===== config.mk =====
export PLATFORM = sky130hd
export DESIGN_NAME = multicycle_sequencer
export DESIGN_NICKNAME = d
export VERILOG_FILES = /design/src/rtl/multicycle_sequencer.sv
export SDC_FILE = /design/constraint.sdc
export NUM_CORES = 1
export LEC_CHECK = 0
export ABC_CLOCK_PERIOD_IN_PS = 2009
export CAP_MARGIN = 15
export CORE_MARGIN = 2
export CORE_UTILIZATION = 37
export DETAILED_ROUTE_END_ITERATION = 7
export PLACE_DENSITY = 0.81
export SKIP_CTS_REPAIR_TIMING = 1
export SLEW_MARGIN = 20
export SYNTH_ARGS = -nofsm -noshare
export SYNTH_HDL_FRONTEND = slang
export SYNTH_SLANG_ARGS = --single-unit
export TNS_END_PERCENT = 20

===== constraint.sdc =====
create_clock -name i_clk -period 2.01 [get_ports i_clk]
set_input_delay 0.402 -clock i_clk [delete_from_list [all_inputs] [get_ports i_clk]]
set_output_delay 0.402 -clock i_clk [all_outputs]
set_load 0.05 [all_outputs]

===== src/rtl/multicycle_sequencer.sv =====
// Multi-cycle FETCH/DECODE/EXEC/MEM/WB sequencer for the single-issue RV32I core.
// Performance counters are built only when PERF_CNT_EN is defined; otherwise the ports read 0.
//
// state  | meaning
// IDLE   | waiting for i_start (i_halt blocks the start)
// FETCH  | imem request pending; IR captured on ready
// DECODE | latch decoded strobes; trap on illegal
// EXEC   | resolve branch, route to MEM or WB
// MEM    | dmem request pending; store retires on ready
// WB     | register write and PC update
// TRAP   | terminal until reset; cause held
module multicycle_sequencer #(
  parameter int TIMEOUT = 16,
  parameter int CNT_W   = 32
) (
  input  logic             i_clk,
  input  logic             i_rst_n,
  input  logic             i_start,
  input  logic             i_halt,
  input  logic             i_reg_write,
  input  logic             i_mem_read,
  input  logic             i_mem_write,
  input  logic             i_branch,
  input  logic             i_jump,
  input  logic             i_illegal,
  input  logic             i_alu_zero,
  input  logic             i_imem_ready,
  input  logic             i_dmem_ready,
  output logic             o_imem_req,
  output logic             o_ir_load,
  output logic             o_dmem_req,
  output logic             o_dmem_we,
  output logic             o_rf_we,
  output logic             o_pc_we,
  output logic             o_pc_sel,
  output logic [2:0]       o_state,
  output logic             o_trap,
  output logic [1:0]       o_trap_cause,
  output logic [CNT_W-1:0] o_cycle_cnt,
  output logic [CNT_W-1:0] o_instret
);

  localparam int TMO_W = (TIMEOUT > 0) ? $clog2(TIMEOUT + 1) : 1;

  typedef enum logic [2:0] {
    S_IDLE   = 3'd0,
    S_FETCH  = 3'd1,
    S_DECODE = 3'd2,
    S_EXEC   = 3'd3,
    S_MEM    = 3'd4,
    S_WB     = 3'd5,
    S_TRAP   = 3'd6
  } state_t;

  state_t           state_q, state_d;
  state_t           next_fetch;
  logic [1:0]       cause_q, cause_d;
  logic [TMO_W-1:0] tmo_q, tmo_d;
  logic             tmo_hit;
  logic             rw_q, mr_q, mw_q, br_q, jp_q;

  // An instruction boundary is the only place a halt takes effect.
  assign next_fetch = i_halt ? S_IDLE : S_FETCH;
  assign tmo_hit    = (TIMEOUT != 0) && (tmo_q == TMO_W'(TIMEOUT - 1));

  always_ff @(posedge i_clk or negedge i_rst_n) begin
    if (!i_rst_n) begin
      state_q <= S_IDLE;
      cause_q <= 2'b00;
      tmo_q   <= '0;
      rw_q    <= 1'b0;
      mr_q    <= 1'b0;
      mw_q    <= 1'b0;
      br_q    <= 1'b0;
      jp_q    <= 1'b0;
    end else begin
      state_q <= state_d;
      cause_q <= cause_d;
      tmo_q   <= tmo_d;
      if (state_q == S_DECODE) begin
        rw_q <= i_reg_write;
        mr_q <= i_mem_read;
        mw_q <= i_mem_write;
        br_q <= i_branch;
        jp_q <= i_jump;
      end
    end
  end

  // Counter only advances while a request waits; any other cycle clears it.
  always_comb begin
    tmo_d = '0;
    if ((state_q == S_FETCH && !i_imem_ready) || (state_q == S_MEM && !i_dmem_ready))
      tmo_d = tmo_q + TMO_W'(1);
  end

  always_comb begin
    state_d    = state_q;
    cause_d    = cause_q;
    o_imem_req = 1'b0;
    o_ir_load  = 1'b0;
    o_dmem_req = 1'b0;
    o_dmem_we  = 1'b0;
    o_rf_we    = 1'b0;
    o_pc_we    = 1'b0;
    o_pc_sel   = 1'b0;
    case (state_q)
      S_IDLE: begin
        if (i_start && !i_halt) state_d = S_FETCH;
      end
      S_FETCH: begin
        o_imem_req = 1'b1;
        if (i_imem_ready) begin
          o_ir_load = 1'b1;
          state_d   = S_DECODE;
        end else if (tmo_hit) begin
          state_d = S_TRAP;
          cause_d = 2'b10;
        end
      end
      S_DECODE: begin
        if (i_illegal) begin
          state_d = S_TRAP;
          cause_d = 2'b01;
        end else begin
          state_d = S_EXEC;
        end
      end
      S_EXEC: begin
        if (br_q) begin
          o_pc_we  = 1'b1;
          o_pc_sel = i_alu_zero;
          state_d  = next_fetch;
        end else if (mr_q || mw_q) begin
          state_d = S_MEM;
        end else if (jp_q || rw_q) begin
          state_d = S_WB;
        end else begin
          o_pc_we = 1'b1;
          state_d = next_fetch;
        end
      end
      S_MEM: begin
        o_dmem_req = 1'b1;
        o_dmem_we  = mw_q;
        if (i_dmem_ready) begin
          if (mr_q) begin
            state_d = S_WB;
          end else begin
            o_pc_we = 1'b1;
            state_d = next_fetch;
          end
        end else if (tmo_hit) begin
          state_d = S_TRAP;
          cause_d = 2'b11;
        end
      end
      S_WB: begin
        o_rf_we  = 1'b1;
        o_pc_we  = 1'b1;
        o_pc_sel = jp_q;
        state_d  = next_fetch;
      end
      S_TRAP: begin
        state_d = S_TRAP;
      end
      default: begin
        state_d = S_IDLE;
      end
    endcase
  end

  assign o_state      = state_q;
  assign o_trap       = (state_q == S_TRAP);
  assign o_trap_cause = cause_q;

`ifdef PERF_CNT_EN
  logic [CNT_W-1:0] cycle_q, instret_q;

  always_ff @(posedge i_clk or negedge i_rst_n) begin
    if (!i_rst_n) begin
      cycle_q   <= '0;
      instret_q <= '0;
    end else begin
      if (state_q != S_IDLE && state_q != S_TRAP) cycle_q <= cycle_q + CNT_W'(1);
      if (o_pc_we) instret_q <= instret_q + CNT_W'(1);
    end
  end

  assign o_cycle_cnt = cycle_q;
  assign o_instret   = instret_q;
`else
  assign o_cycle_cnt = '0;
  assign o_instret   = '0;
`endif

endmodule

==> qor.tcl <==
set qor(run_status) {complete, no violations}
set qor(timing.setup.critical_path_class) {flop to primary output}
set qor(internal-power_uw) 1100
set qor(max_cap_viol_count) 0
set qor(timing.reg2reg.worst_path_depth) 3
set qor(post-dp-hpwl_um) 1970
set qor(clock_power_share) 0.111
set qor(largest_net_degree_at_the_start_of_global_routing) 17
set qor(synth-edff-count) 0
set qor(grt_use_total) 0.116
set qor(slowest_stage_cell_on_the_critical_path) {sky130_fd_sc_hd__dfrtp_2}
set qor(htree_levels) 1
set qor(wire_per_inst_um) 11.1
set qor(setup-violations-final) 0
set qor(crit_fanout) 16
set qor(synth_top_area_share) 0.356
set qor(placementRows) 22
set qor(place_inst) 228
set qor(synth-main-ff-cell) {sky130_fd_sc_hd__dfrtp_1}
set qor(power.leakage_uw) 0.000791
set qor(detail_route.first_pass.iterations) 4
set qor(die_width_um) 65.8
set qor(finish.net_count) 201
set qor(yosysSeqAreaShare) 0.266
set qor(cp.arrival_ns) 1.50
set qor(starting_utilization_of_the_core_area) 0.386
set qor(worst_setup_path_end_kind) {primary output}
set qor(synth_to_layout_area_growth_pct) 16.2
set qor(yosys.cell_count.top_type) {sky130_fd_sc_hd__buf_4}
set qor(grt_remaining_overflow) 0
set qor(tritoncts) {done}
set qor(grt_pass1_vias) 780
set qor(power_switching_share) 0.503
set qor(mappedNetlistArea_mm2) 0.00141
set qor(initialDrtViolationCount) 18
set qor(antenna_diode_count) 0
set qor(drv_slew) 0
set qor(detailedPlace.worstSlack_ns) 0.198
set qor(via_count) 921
set qor(cts_root_buf) {sky130_fd_sc_hd__clkbuf_8}
set qor(max_stage_delay_ns) 0.53
set qor(clk_latency_ns) 0.25
set qor(min_period_over_period) 0.944
set qor(kind_of_start_point_of_the_critical_path) {flop}
set qor(switching_power_uw) 1120
set qor(final_wirelength_um) 2570
set qor(stdcell_count) 232
set qor(drc) 0
set qor(syn_area_per_cell_um2) 9.16
set qor(floorplan.io_pins) 90
set qor(core-area_mm2) 0.00366
set qor(period_needed_ns) 1.90
set qor(tightestPinTransition_ns) 0.496
set qor(combinationalPowerShare) 0.640
set qor(powerDensity_mw_per_mm2) 1350
set qor(path_cells) {nor3b_4 > and2_2 > buf_12}
set qor(finalHoldViolCount) 0
set qor(cts.reportedPaths.clkPinSlew_ns) 0.06
set qor(fp.dieArea_mm2) 0.00432
set qor(share_of_synthesized_registers_carrying_an_async_set_or_reset) 1.00
set qor(sequentialPowerShare) 0.250
set qor(grt_first_pass_wirelength_um) 3750
set qor(placed_area_mm2) 0.00160
set qor(ir_drop_uv) 672
set qor(port_buffers) 25
set qor(clock_path_buffers) 2
set qor(synthTopCellsByCount) {sky130_fd_sc_hd__buf_4, sky130_fd_sc_hd__dfrtp_1, sky130_fd_sc_hd__nor2_1}
set qor(antenna_left) 0
set qor(finish.instance_area_mm2) 0.00164
set qor(vias_per_cell) 3.97
set qor(tritoncts_num_sinks) 15
set qor(netlist_instances) 154
set qor(cp_data_required_time_ns) 1.61
set qor(clock_skew_ns) 0.00730
set qor(die_h_um) 65.8
set qor(setup_ws_ns) 0.112
set qor(post_synth_num_cell_types) 40
set qor(synth-seq-cells) 15
set qor(worstHoldPathType) {primary input to asynchronous set/reset pin}
set qor(antenna_violations_before_repair) 0
set qor(max_clock_freq_ghz) 0.527
set qor(slew_headroom) 0.668
set qor(synth_top_cells_by_area) {sky130_fd_sc_hd__buf_4, sky130_fd_sc_hd__dfrtp_1, sky130_fd_sc_hd__mux2_4}
set qor(number_of_buffers_added_by_the_clock_tree_synthesis_step) 3
set qor(yosysWarnings) 0
set qor(grt_setup_unrepaired) {no}
set qor(drive_gt1_frac) 0.196
set qor(place_congestion) 0.871
set qor(synth.largest_area_cell) {sky130_fd_sc_hd__buf_4}
routing by layer:
layer	share of wire	GRT usage	vias to the layer above
li1	-	-	446
met1	0.40	0.146	429
met2	0.52	0.194	46
met4	0	0.0156	0
met5	0	0	-
met3	0.076	0.0411	0
power groups by stage:
stage	combinational (uW)	clock, uW	sequential, uW
2_1_floorplan	1000	0	622
3_3_place_gp	1400	0	547
4_1_cts	1430	255	551
5_1_grt	1500	266	573
3_5_place_dp	1410	0	556
6_report	1420	245	555
placed cells by master, fill, tap and decap left out, types with 4 or more instances in the layout:
cell type                         count
sky130_fd_sc_hd__dfrtp_1             13
sky130_fd_sc_hd__buf_4                7
sky130_fd_sc_hd__clkdlybuf4s50_1     14
sky130_fd_sc_hd__conb_1              64
sky130_fd_sc_hd__buf_12               9
sky130_fd_sc_hd__o21ai_1              4
sky130_fd_sc_hd__nor2b_1              4
sky130_fd_sc_hd__inv_1                4
sky130_fd_sc_hd__nor2_1               6
sky130_fd_sc_hd__mux2_4               5
worst max-delay path: cells and delay by family (launching register included):
family / cells / cell delay, ns
flip-flops: 1 / 0.53
AND/OR/NAND/NOR: 2 / 0.58
buffers and inverters: 1 / 0.14
worst paths after layout:
kind | startpoint | to | slack (ns)
setup / recovery | o_state[2]$_DFFE_PN0P_ | o_ir_load | 0.11
max in group asynchronous | i_rst_n | o_state[2]$_DFFE_PN0P_ | 1.36
min in group i_clk | tmo_q[0]$_DFF_PN0_ | tmo_q[0]$_DFF_PN0_ | 0.47
hold / removal | i_rst_n | o_trap_cause[1]$_DFFE_PN0P_ | 0.46
setup reg to reg | o_state[1]$_DFFE_PN0P_ | rw_q$_DFFE_PN0N_ | 0.37
hold reg to reg | tmo_q[0]$_DFF_PN0_ | tmo_q[0]$_DFF_PN0_ | 0.47
sequential cells by signal, summed over array words and instances, names as in the netlist:
register      flops
tmo_q             5
o_state           3
o_trap_cause      2
br_q              1
jp_q              1
mr_q              1
mw_q              1
rw_q              1
logic make-up after synthesis:
family / synth area share
xor gates and xnor gates: 0.0124
muxes: 0.0532
adders and majority gates: 0.0266
other: 0.00266
and+or+nand+nor: 0.155
DFF: 0.266
buffers and inverters: 0.370
AOI/OAI and AO/OA: 0.114
through the flow:
step                hold slack [ns]  setup TNS (ns)  total power (uW)   util
finish                        0.459               0              2220  0.448
global route                  0.489               0              2330  0.448
CTS                           0.463               0              2230  0.448
detailed placement            0.465               0              1970  0.436
global placement              0.444               0              1940  0.436
floorplan                     0.106         -0.0211              1620      -
area by class of cell:
| cell class | count | area, um^2 |
|---|---|---|
| fill | 371 | 2020 |
| sequential | 15 | 378 |
| timing repair buffer | 30 | 373 |
| tap | 48 | 60.1 |
| clock buffer | 4 | 45.0 |
| inverter | 5 | 18.8 |
| multi-input combinational | 130 | 766 |
No activity file was read; power rests on OpenSTA's default activity.
